File: config.mk
export PLATFORM = sky130hd
export DESIGN_NAME = overcurrent_guard
export DESIGN_NICKNAME = d
export VERILOG_FILES = /design/src/rtl/overcurrent_guard.sv
export SDC_FILE = /design/constraint.sdc
export NUM_CORES = 1
export LEC_CHECK = 0
export ABC_CLOCK_PERIOD_IN_PS = 3700
export CAP_MARGIN = 20
export CORE_MARGIN = 4
export CORE_UTILIZATION = 62
export DETAILED_ROUTE_END_ITERATION = 8
export GPL_ROUTABILITY_DRIVEN = 0
export MAX_ROUTING_LAYER = met4
export PLACE_DENSITY = 0.86
export SYNTH_ARGS = -nofsm -noshare
export SYNTH_HDL_FRONTEND = slang
export SYNTH_SLANG_ARGS = --single-unit
File: constraint.sdc
create_clock -name CLK100MHZ -period 3.7 [get_ports CLK100MHZ]
set_clock_uncertainty 0.2 [all_clocks]
set_input_delay 0.37 -clock CLK100MHZ [delete_from_list [all_inputs] [get_ports CLK100MHZ]]
set_output_delay 0.37 -clock CLK100MHZ [all_outputs]
set_load 0.005 [all_outputs]
File: src/rtl/overcurrent_guard.sv
// rtl/overcurrent_guard.sv - BCD current sampler with trip/cooldown/retry/lockout motor-enable gate
// Build option: define OCG_BAD_DIGIT_TRIP_EN to count invalid-digit samples as over-current.
module overcurrent_guard #(
  parameter int SAMPLE_DIV   = 10_000_000,
  parameter int TRIP_MV      = 600,
  parameter int CLEAR_MV     = 400,
  parameter int TRIP_COUNT   = 3,
  parameter int COOL_SAMPLES = 20,
  parameter int MAX_RETRIES  = 3
) (
  input  logic        CLK100MHZ,
  input  logic        reset,
  input  logic [11:0] current_value,
  input  logic        motor_en_req,
  input  logic        clear_fault,
  output logic        motor_en,
  output logic        fault,
  output logic        locked,
  output logic [9:0]  current_mv,
  output logic        sample_valid,
  output logic        bad_digit
);

`ifdef OCG_BAD_DIGIT_TRIP_EN
  localparam bit BAD_TRIP_EN = 1'b1;
`else
  localparam bit BAD_TRIP_EN = 1'b0;
`endif

  localparam int TICK_W = (SAMPLE_DIV > 1) ? $clog2(SAMPLE_DIV) : 1;
  localparam int OVER_W = $clog2(TRIP_COUNT + 1);
  localparam int COOL_W = $clog2(COOL_SAMPLES + 1);
  localparam int RETRY_W = (MAX_RETRIES > 0) ? $clog2(MAX_RETRIES + 1) : 1;

  localparam logic [TICK_W-1:0]  TICK_LAST = TICK_W'(SAMPLE_DIV - 1);
  localparam logic [OVER_W-1:0]  OVER_MAX  = OVER_W'(TRIP_COUNT);
  localparam logic [COOL_W-1:0]  COOL_MAX  = COOL_W'(COOL_SAMPLES);
  localparam logic [RETRY_W-1:0] RETRY_MAX = RETRY_W'(MAX_RETRIES);
  localparam logic [9:0]         TRIP_L    = 10'(TRIP_MV);
  localparam logic [9:0]         CLEAR_L   = 10'(CLEAR_MV);

  typedef enum logic [1:0] {
    ST_RUN     = 2'd0,
    ST_TRIPPED = 2'd1,
    ST_LOCKOUT = 2'd2
  } state_t;

  logic [TICK_W-1:0]  tick_cnt;
  logic               tick;
  logic               sample_ok;

  logic [3:0]         d_tenths;
  logic [3:0]         d_hundredths;
  logic [3:0]         d_thousandths;
  logic               digits_ok;
  logic [9:0]         decoded_mv;

  state_t             state;
  state_t             state_n;
  logic [OVER_W-1:0]  over_cnt;
  logic [OVER_W-1:0]  over_n;
  logic [COOL_W-1:0]  clear_cnt;
  logic [COOL_W-1:0]  clear_n;
  logic [RETRY_W-1:0] retries;
  logic [RETRY_W-1:0] retries_n;

  logic               eval;
  logic               sample_over;
  logic               sample_clear;

  assign tick = (tick_cnt == TICK_LAST);

  // Free-running sample divider; terminal count is the sample tick
  always_ff @(posedge CLK100MHZ or posedge reset) begin
    if (reset) begin
      tick_cnt <= '0;
    end else if (tick) begin
      tick_cnt <= '0;
    end else begin
      tick_cnt <= tick_cnt + 1'b1;
    end
  end

  // BCD digits: [3:0] tenths (x100 mV), [7:4] hundredths (x10 mV), [11:8] thousandths (x1 mV)
  assign d_tenths      = current_value[3:0];
  assign d_hundredths  = current_value[7:4];
  assign d_thousandths = current_value[11:8];
  assign digits_ok     = (d_tenths <= 4'd9) && (d_hundredths <= 4'd9) && (d_thousandths <= 4'd9);

  // 100 = 64 + 32 + 4 and 10 = 8 + 2, so the conversion is a pure shift-add tree
  assign decoded_mv = {d_tenths, 6'b0}
                    + {1'b0, d_tenths, 5'b0}
                    + {4'b0, d_tenths, 2'b0}
                    + {3'b0, d_hundredths, 3'b0}
                    + {5'b0, d_hundredths, 1'b0}
                    + {6'b0, d_thousandths};

  // Capture the decoded reading on the tick; an invalid reading keeps the last good value
  always_ff @(posedge CLK100MHZ or posedge reset) begin
    if (reset) begin
      sample_valid <= 1'b0;
      sample_ok    <= 1'b0;
      current_mv   <= '0;
    end else begin
      sample_valid <= tick;
      if (tick) begin
        sample_ok <= digits_ok;
        if (digits_ok) begin
          current_mv <= decoded_mv;
        end
      end
    end
  end

  // Sticky invalid-digit flag; an operator clear takes priority over a same-cycle bad reading
  always_ff @(posedge CLK100MHZ or posedge reset) begin
    if (reset) begin
      bad_digit <= 1'b0;
    end else if (clear_fault) begin
      bad_digit <= 1'b0;
    end else if (tick && !digits_ok) begin
      bad_digit <= 1'b1;
    end
  end

  // Classify the registered sample; invalid samples only take part when they count as over-current
  assign eval         = sample_valid && (sample_ok || BAD_TRIP_EN);
  assign sample_over  = sample_ok ? (current_mv >= TRIP_L) : 1'b1;
  assign sample_clear = sample_ok && (current_mv < CLEAR_L);

  // Next state, counters and retry budget for the guard
  always_comb begin
    state_n   = state;
    over_n    = over_cnt;
    clear_n   = clear_cnt;
    retries_n = retries;
    if (clear_fault) begin
      retries_n = '0;
      if (state == ST_LOCKOUT) begin
        state_n = ST_RUN;
        over_n  = '0;
        clear_n = '0;
      end
    end else if (eval && (state != ST_LOCKOUT)) begin
      if (sample_over) begin
        over_n = (over_cnt == OVER_MAX) ? over_cnt : over_cnt + 1'b1;
      end else begin
        over_n = '0;
      end
      if (sample_clear) begin
        clear_n = (clear_cnt == COOL_MAX) ? clear_cnt : clear_cnt + 1'b1;
      end else begin
        clear_n = '0;
      end
      case (state)
        ST_RUN: begin
          if (over_n == OVER_MAX) begin
            if (retries == RETRY_MAX) begin
              state_n = ST_LOCKOUT;
            end else begin
              state_n   = ST_TRIPPED;
              retries_n = retries + 1'b1;
            end
            over_n  = '0;
            clear_n = '0;
          end else if (clear_n == COOL_MAX) begin
            retries_n = '0;
          end
        end
        ST_TRIPPED: begin
          if (clear_n == COOL_MAX) begin
            state_n = ST_RUN;
            over_n  = '0;
            clear_n = '0;
          end
        end
        default: begin
        end
      endcase
    end
  end

  // Guard FSM with outputs registered from the next state so they move with it
  always_ff @(posedge CLK100MHZ or posedge reset) begin
    if (reset) begin
      state     <= ST_RUN;
      over_cnt  <= '0;
      clear_cnt <= '0;
      retries   <= '0;
      motor_en  <= 1'b0;
      fault     <= 1'b0;
      locked    <= 1'b0;
    end else begin
      state     <= state_n;
      over_cnt  <= over_n;
      clear_cnt <= clear_n;
      retries   <= retries_n;
      motor_en  <= (state_n == ST_RUN) && motor_en_req;
      fault     <= (state_n != ST_RUN);
      locked    <= (state_n == ST_LOCKOUT);
    end
  end

endmodule

== After elaboration in Yosys (flattened, before gate mapping) ==
Cells that the tools add are included.
Word-level totals
  register bits: 51
  input bits: 16
  logic and storage cells: 93
Operators by class
  add/subtract/negate cells: 9
  magnitude comparators: 5
  equal/unequal tests: 12
  mux-type cells: 37
  reduce and logical (&&, ||, !) cells: 18
Operators with widths (number)
  5-bit two-way mux: 9
  2-bit two-way mux: 21
  24-bit by 1-bit adder with 24-bit output (second input constant): 1
  24-bit == test (second input constant): 1
  24-bit two-way mux: 1
  4-bit <= comparator (second input constant): 3
  10-bit by 4-bit adder with 10-bit output: 1
  10-bit by 5-bit adder with 10-bit output: 1
  10-bit by 6-bit adder with 10-bit output: 1
  10-bit by 7-bit adder with 10-bit output: 1
  10-bit by 9-bit adder with 10-bit output: 1
  2-bit == test (second input constant): 5
  5-bit == test (second input constant): 2
  10-bit greater-or-equal comparator (second input constant): 1
  10-bit by 9-bit < comparator with 1-bit output (second input constant): 1
  5-bit one-hot mux with 2 select lines: 1
  2-bit one-hot mux with 2 select lines: 2
  2-bit nonzero test: 4
  1-bit logical AND: 7
  5-bit by 1-bit adder with 5-bit output (second input constant): 1
  2-bit by 1-bit adder with 2-bit output (second input constant): 2
  2-bit zero test: 2
  2-bit AND reduction: 2
  4-bit AND reduction: 1
  other kinds (7): 9

== Logic depth before layout (Yosys ltp) ==
  word-level depth: 12
  mapped depth: 10
  depth with buffers taken out: 10

== Worst setup path before layout ==
No wires, ideal clock.
  kind: input -> register
  from: in current_value[1]
  to: reg current_mv[9]
  data arrival time: 2629 ps
  path slack: 748 ps
  cell stages on the path: 10
  path buffers: 0
  cells stage by stage: fa_1 -> fa_1 -> ha_1 -> inv_1 -> fa_1 -> nor2b_1 -> o31a_1 -> or4_1 -> nand3_1 -> mux2i_1
Between the ends
  word-level cells in the longest chain between the ends: 5
  elaborated cells between the ends (all ways): 9
RTL lines
  start: declaration: line 13  | input logic [11:0] current_value,
  10-bit by 9-bit adder with 10-bit output: line 92  | + {1'b0, d_tenths, 5'b0}
  10-bit by 6-bit adder with 10-bit output: line 93  | + {4'b0, d_tenths, 2'b0}
  10-bit by 7-bit adder with 10-bit output: line 94  | + {3'b0, d_hundredths, 3'b0}
  10-bit by 5-bit adder with 10-bit output: line 95  | + {5'b0, d_hundredths, 1'b0}
  10-bit by 4-bit adder with 10-bit output: line 96  | + {6'b0, d_thousandths};
  end signal: assignment: line 109  | current_mv <= decoded_mv;
  end: declaration: line 19  | output logic [9:0] current_mv,
Parallel ways exist; a longest one is shown, timed or not.
A chain may end at the register's enable or synchronous reset.

== Worst setup path after layout ==
  from: in current_value[6]
  to: reg current_mv[9]
Between the ends
  word-level cells in the longest chain between the ends: 4
  elaborated cells between the ends (all ways): 7
RTL lines
  branches (longest 4 deep; another with 10-bit by 7-bit adder with 10-bit output)
Parallel ways; which one is timed is not known.

==> results.cfg <==
[outcome]
run_status = complete, no violations

[route]
routedWlPerCell_um = 14.2
detail_routed_via_count_per_cell = 5.76
detail_route.drc_violations = 0
post_route_antenna_net_violation_count = 0
first_pass_drt_iterations = 4
wl_mm = 5.72
detailroute.via_count = 2327
dr.first_iter.drc_count = 123

[power_and_ir_drop]
post-layout-total-power_w = 0.00113
power_density_nw_per_um2 = 314
power.ir.vdd_worst_uv = 256
p_leak_nw = 1.60

[setup_path]
worst_ep_arrival_time_ns = 3.21
worst_path_max_delay_cell = clkdlybuf4s50_1
cp_slowest_stage_delay_ns = 0.53
cp_cell_sequence = clkdlybuf4s50_1 -> fa_1 -> fa_1 -> ha_1 -> inv_1 -> fa_1 -> nor2b_1 -> o31a_1 -> or4_1 -> nand3_1 -> mux2i_1
timing.critical_path.buf_inv = 2
worst_setup_start_kind = input port
criticalPathCategory = input port to register
endpoint_kind = register
r2r_cells = 7
cpLargestDelayFamily = adder cells
critical_path.most_common_cell = fa_1
worst-endpoint-required_ns = 3.69
worst_r2r_endpoint = fault
reg2reg_setup_slack_ns = 1.29
timing.rr.start = clear_cnt[0]
worst-path-max-fanout = 3

[synth]
synth_cell_type_count = 53
ys_async_sr_fraction_pct = 100
yosys_most_used_dff = dfrtp_1
ys_top_cells_by_area = dfrtp_1, ha_1, xor2_1
synth_seq_area_share_pct = 41.0
yosys.area.top_type = dfrtp_1
post_synthesis_mean_instance_area_um2 = 10.4
synth_seq_cells = 51
post_synth_most_frequent_cells = dfrtp_1, nor2_1, ha_1
yosys_top_cell_area_share_pct = 41.0
count_of_flip_flops_with_a_built_in_enable_after_synthesis = 0
syn_nets = 344
yosys.cell_count.top_type = dfrtp_1
syn-instance-count = 298
syn-cell-area_um2 = 3110
yosys_warnings = 0

[cts]
clock_insertion_delay_worst_skew_ns = 0.29
post-cts-setup-buffer-count = 0
cts_root_buf = clkbuf_8
cts_repair_resize_count = 0
cts.reportedPaths.clkPinSlew_ns = 0.09
cts_hold_buf = 0
cts_inserted_buffers = 5
tritoncts = built
cts.htree.levels = 2
cts_max_path_buffers = 2
clock-sinks = 51

[timing]
maxSlewViolCount = 0
number_of_failing_hold_endpoints_at_the_final_stage = 0
slew_at_the_pin_closest_to_its_max_slew_limit_ns = 0.836
finalWorstSetupSlack_ns = 0.475
unrepaired_setup_endpoints_after_global_routing = no
layout_worst_path_cycle_share_pct = 87.2
max_freq_mhz = 310
slew_headroom_pct = 43.8
layout_min_cycle_time_ns = 3.23
setup_viol_count_final = 0
fin_tns_setup_ns = 0

[place]
detailedPlacementHpwl_mm = 4.36
dp_cells = 395
numPortBuffers = 30
placement.setup.worst_slack_ns = 0.143

[floorplanning]
start_util_pct = 65.0
dieArea_um2 = 6220
fp.coreArea_um2 = 4790
die_width_um = 78.9
io_pins = 31
core.rowCount = 25
die_height_um = 78.9

[grt]
grt_max_degree = 52
track_usage_pct = 21.0
grt_first_pass_wirelength_mm = 10.2
first_global_vias = 2269
grt_overflow = 0
antenna_found_initial = 0

[layout]
final_cell_count_no_fill = 404
fin_nets = 382
ant_diodes = 0
area_growth_pct = 15.6
fraction_of_final_layout_cells_with_drive_strength_greater_than_1_pct = 9.20
n_fill_cell = 323

[worst_hold_path]
hold_class = input port to async pin

[job]
drv_cap = 0
-- placed cells by master, fill, tap and decap left out, types with 2 or more instances in the layout --
master	synthesis	routed
fa_1	7	7
nand2_1	19	19
mux2_2	8	8
clkbuf_1	0	2
o21ai_1	2	2
ha_1	23	23
nor4_1	3	3
dfrtp_1	51	51
inv_1	21	20
buf_4	2	4
o211ai_1	4	4
and4_1	4	4
o31a_1	2	2
nand4_1	8	8
clkdlybuf4s50_1	0	30
and3_1	6	6
xor2_1	17	17
a31oi_1	2	2
xnor2_1	11	11
a22o_1	2	2
mux2i_1	2	2
clkbuf_8	0	5
a21boi_0	2	2
a21oi_1	9	9
o21ai_0	15	15
nor2_1	26	26
nand3_1	14	14
a211oi_1	2	2
nor2b_1	5	5
nor3_1	5	5
-- metal layers --
metal | global-route usage [%] | vias up | routed length [um]
li1 | - | 1138 | -
met1 | 27.4 | 1144 | 2720
met2 | 34.5 | 34 | 2760
met3 | 3.40 | 11 | 148
met4 | 5.84 | 0 | 87
met5 | - | - | 0
-- how the worst max path moves through the flow --
stage | start | endpoint | cells after the start
6_report | current_value[6] | current_mv[9] | 11
5_1_grt | current_value[1] | current_mv[9] | 11
4_1_cts | current_value[4] | current_mv[9] | 11
3_5_place_dp | current_value[4] | current_mv[9] | 11
3_3_place_gp | current_value[6] | current_mv[9] | 11
2_1_floorplan | current_value[1] | current_mv[9] | 10
-- final cells by class --
class,count,area [um^2],share of cell area [%]
tap,67,83.8,2.33
multi-input combinational,222,1730,48.0
inverter,21,78.8,2.19
timing repair buffer,35,350,9.74
clock buffer,7,76.3,2.12
sequential,51,1280,35.5
clock inverter,1,5.00,0.139
-- cells by family after synthesis --
logic type / count (synthesis) / synth area share (%)
AND/OR/NAND/NOR: 101 / 17.6
AO/OA/AOI/OAI: 53 / 12.7
flip-flops: 51 / 41.0
adder cells (fa/ha/maj): 30 / 13.7
XOR/XNOR: 28 / 7.88
buffers and inverters: 25 / 3.54
multiplexers: 10 / 3.54
-- worst reg2reg max path, stage by stage (launching register included) --
cell	delay, ns
dfrtp_1	0.45
inv_1	0.10
ha_1	0.31
o21ba_2	0.23
o21ai_1	0.11
a2111oi_4	0.43
a32oi_2	0.22
or2_1	0.26
-- where the power goes --
part,switching [W],internal [W],total [W]
Combinational,0.000106,0.000126,0.000232
Sequential,0.0000234,0.000572,0.000596
Clock,0.000169,0.000133,0.000302
Total,0.000299,0.000831,0.00113
-- registers in the layout, summed over array words and instances, names as in the netlist --
| name | cells |
|---|---|
| current_mv | 10 |
| locked | 1 |
| sample_valid | 1 |
| sample_ok | 1 |
| tick_cnt | 24 |
| over_cnt | 2 |
| clear_cnt | 5 |
| state | 2 |
| retries | 2 |
| fault | 1 |
| motor_en | 1 |
| bad_digit | 1 |
-- through the flow --
stage	area (um^2)	utilization, %	hold WS, ns
floorplan	3110	-	0.236
global placement	3500	73.0	0.282
detailed placement	3500	73.0	0.300
CTS	3580	74.7	0.313
global route	3600	75.2	0.189
finish	3600	75.2	0.165
Note: power is estimated with default switching activity, not from simulation.
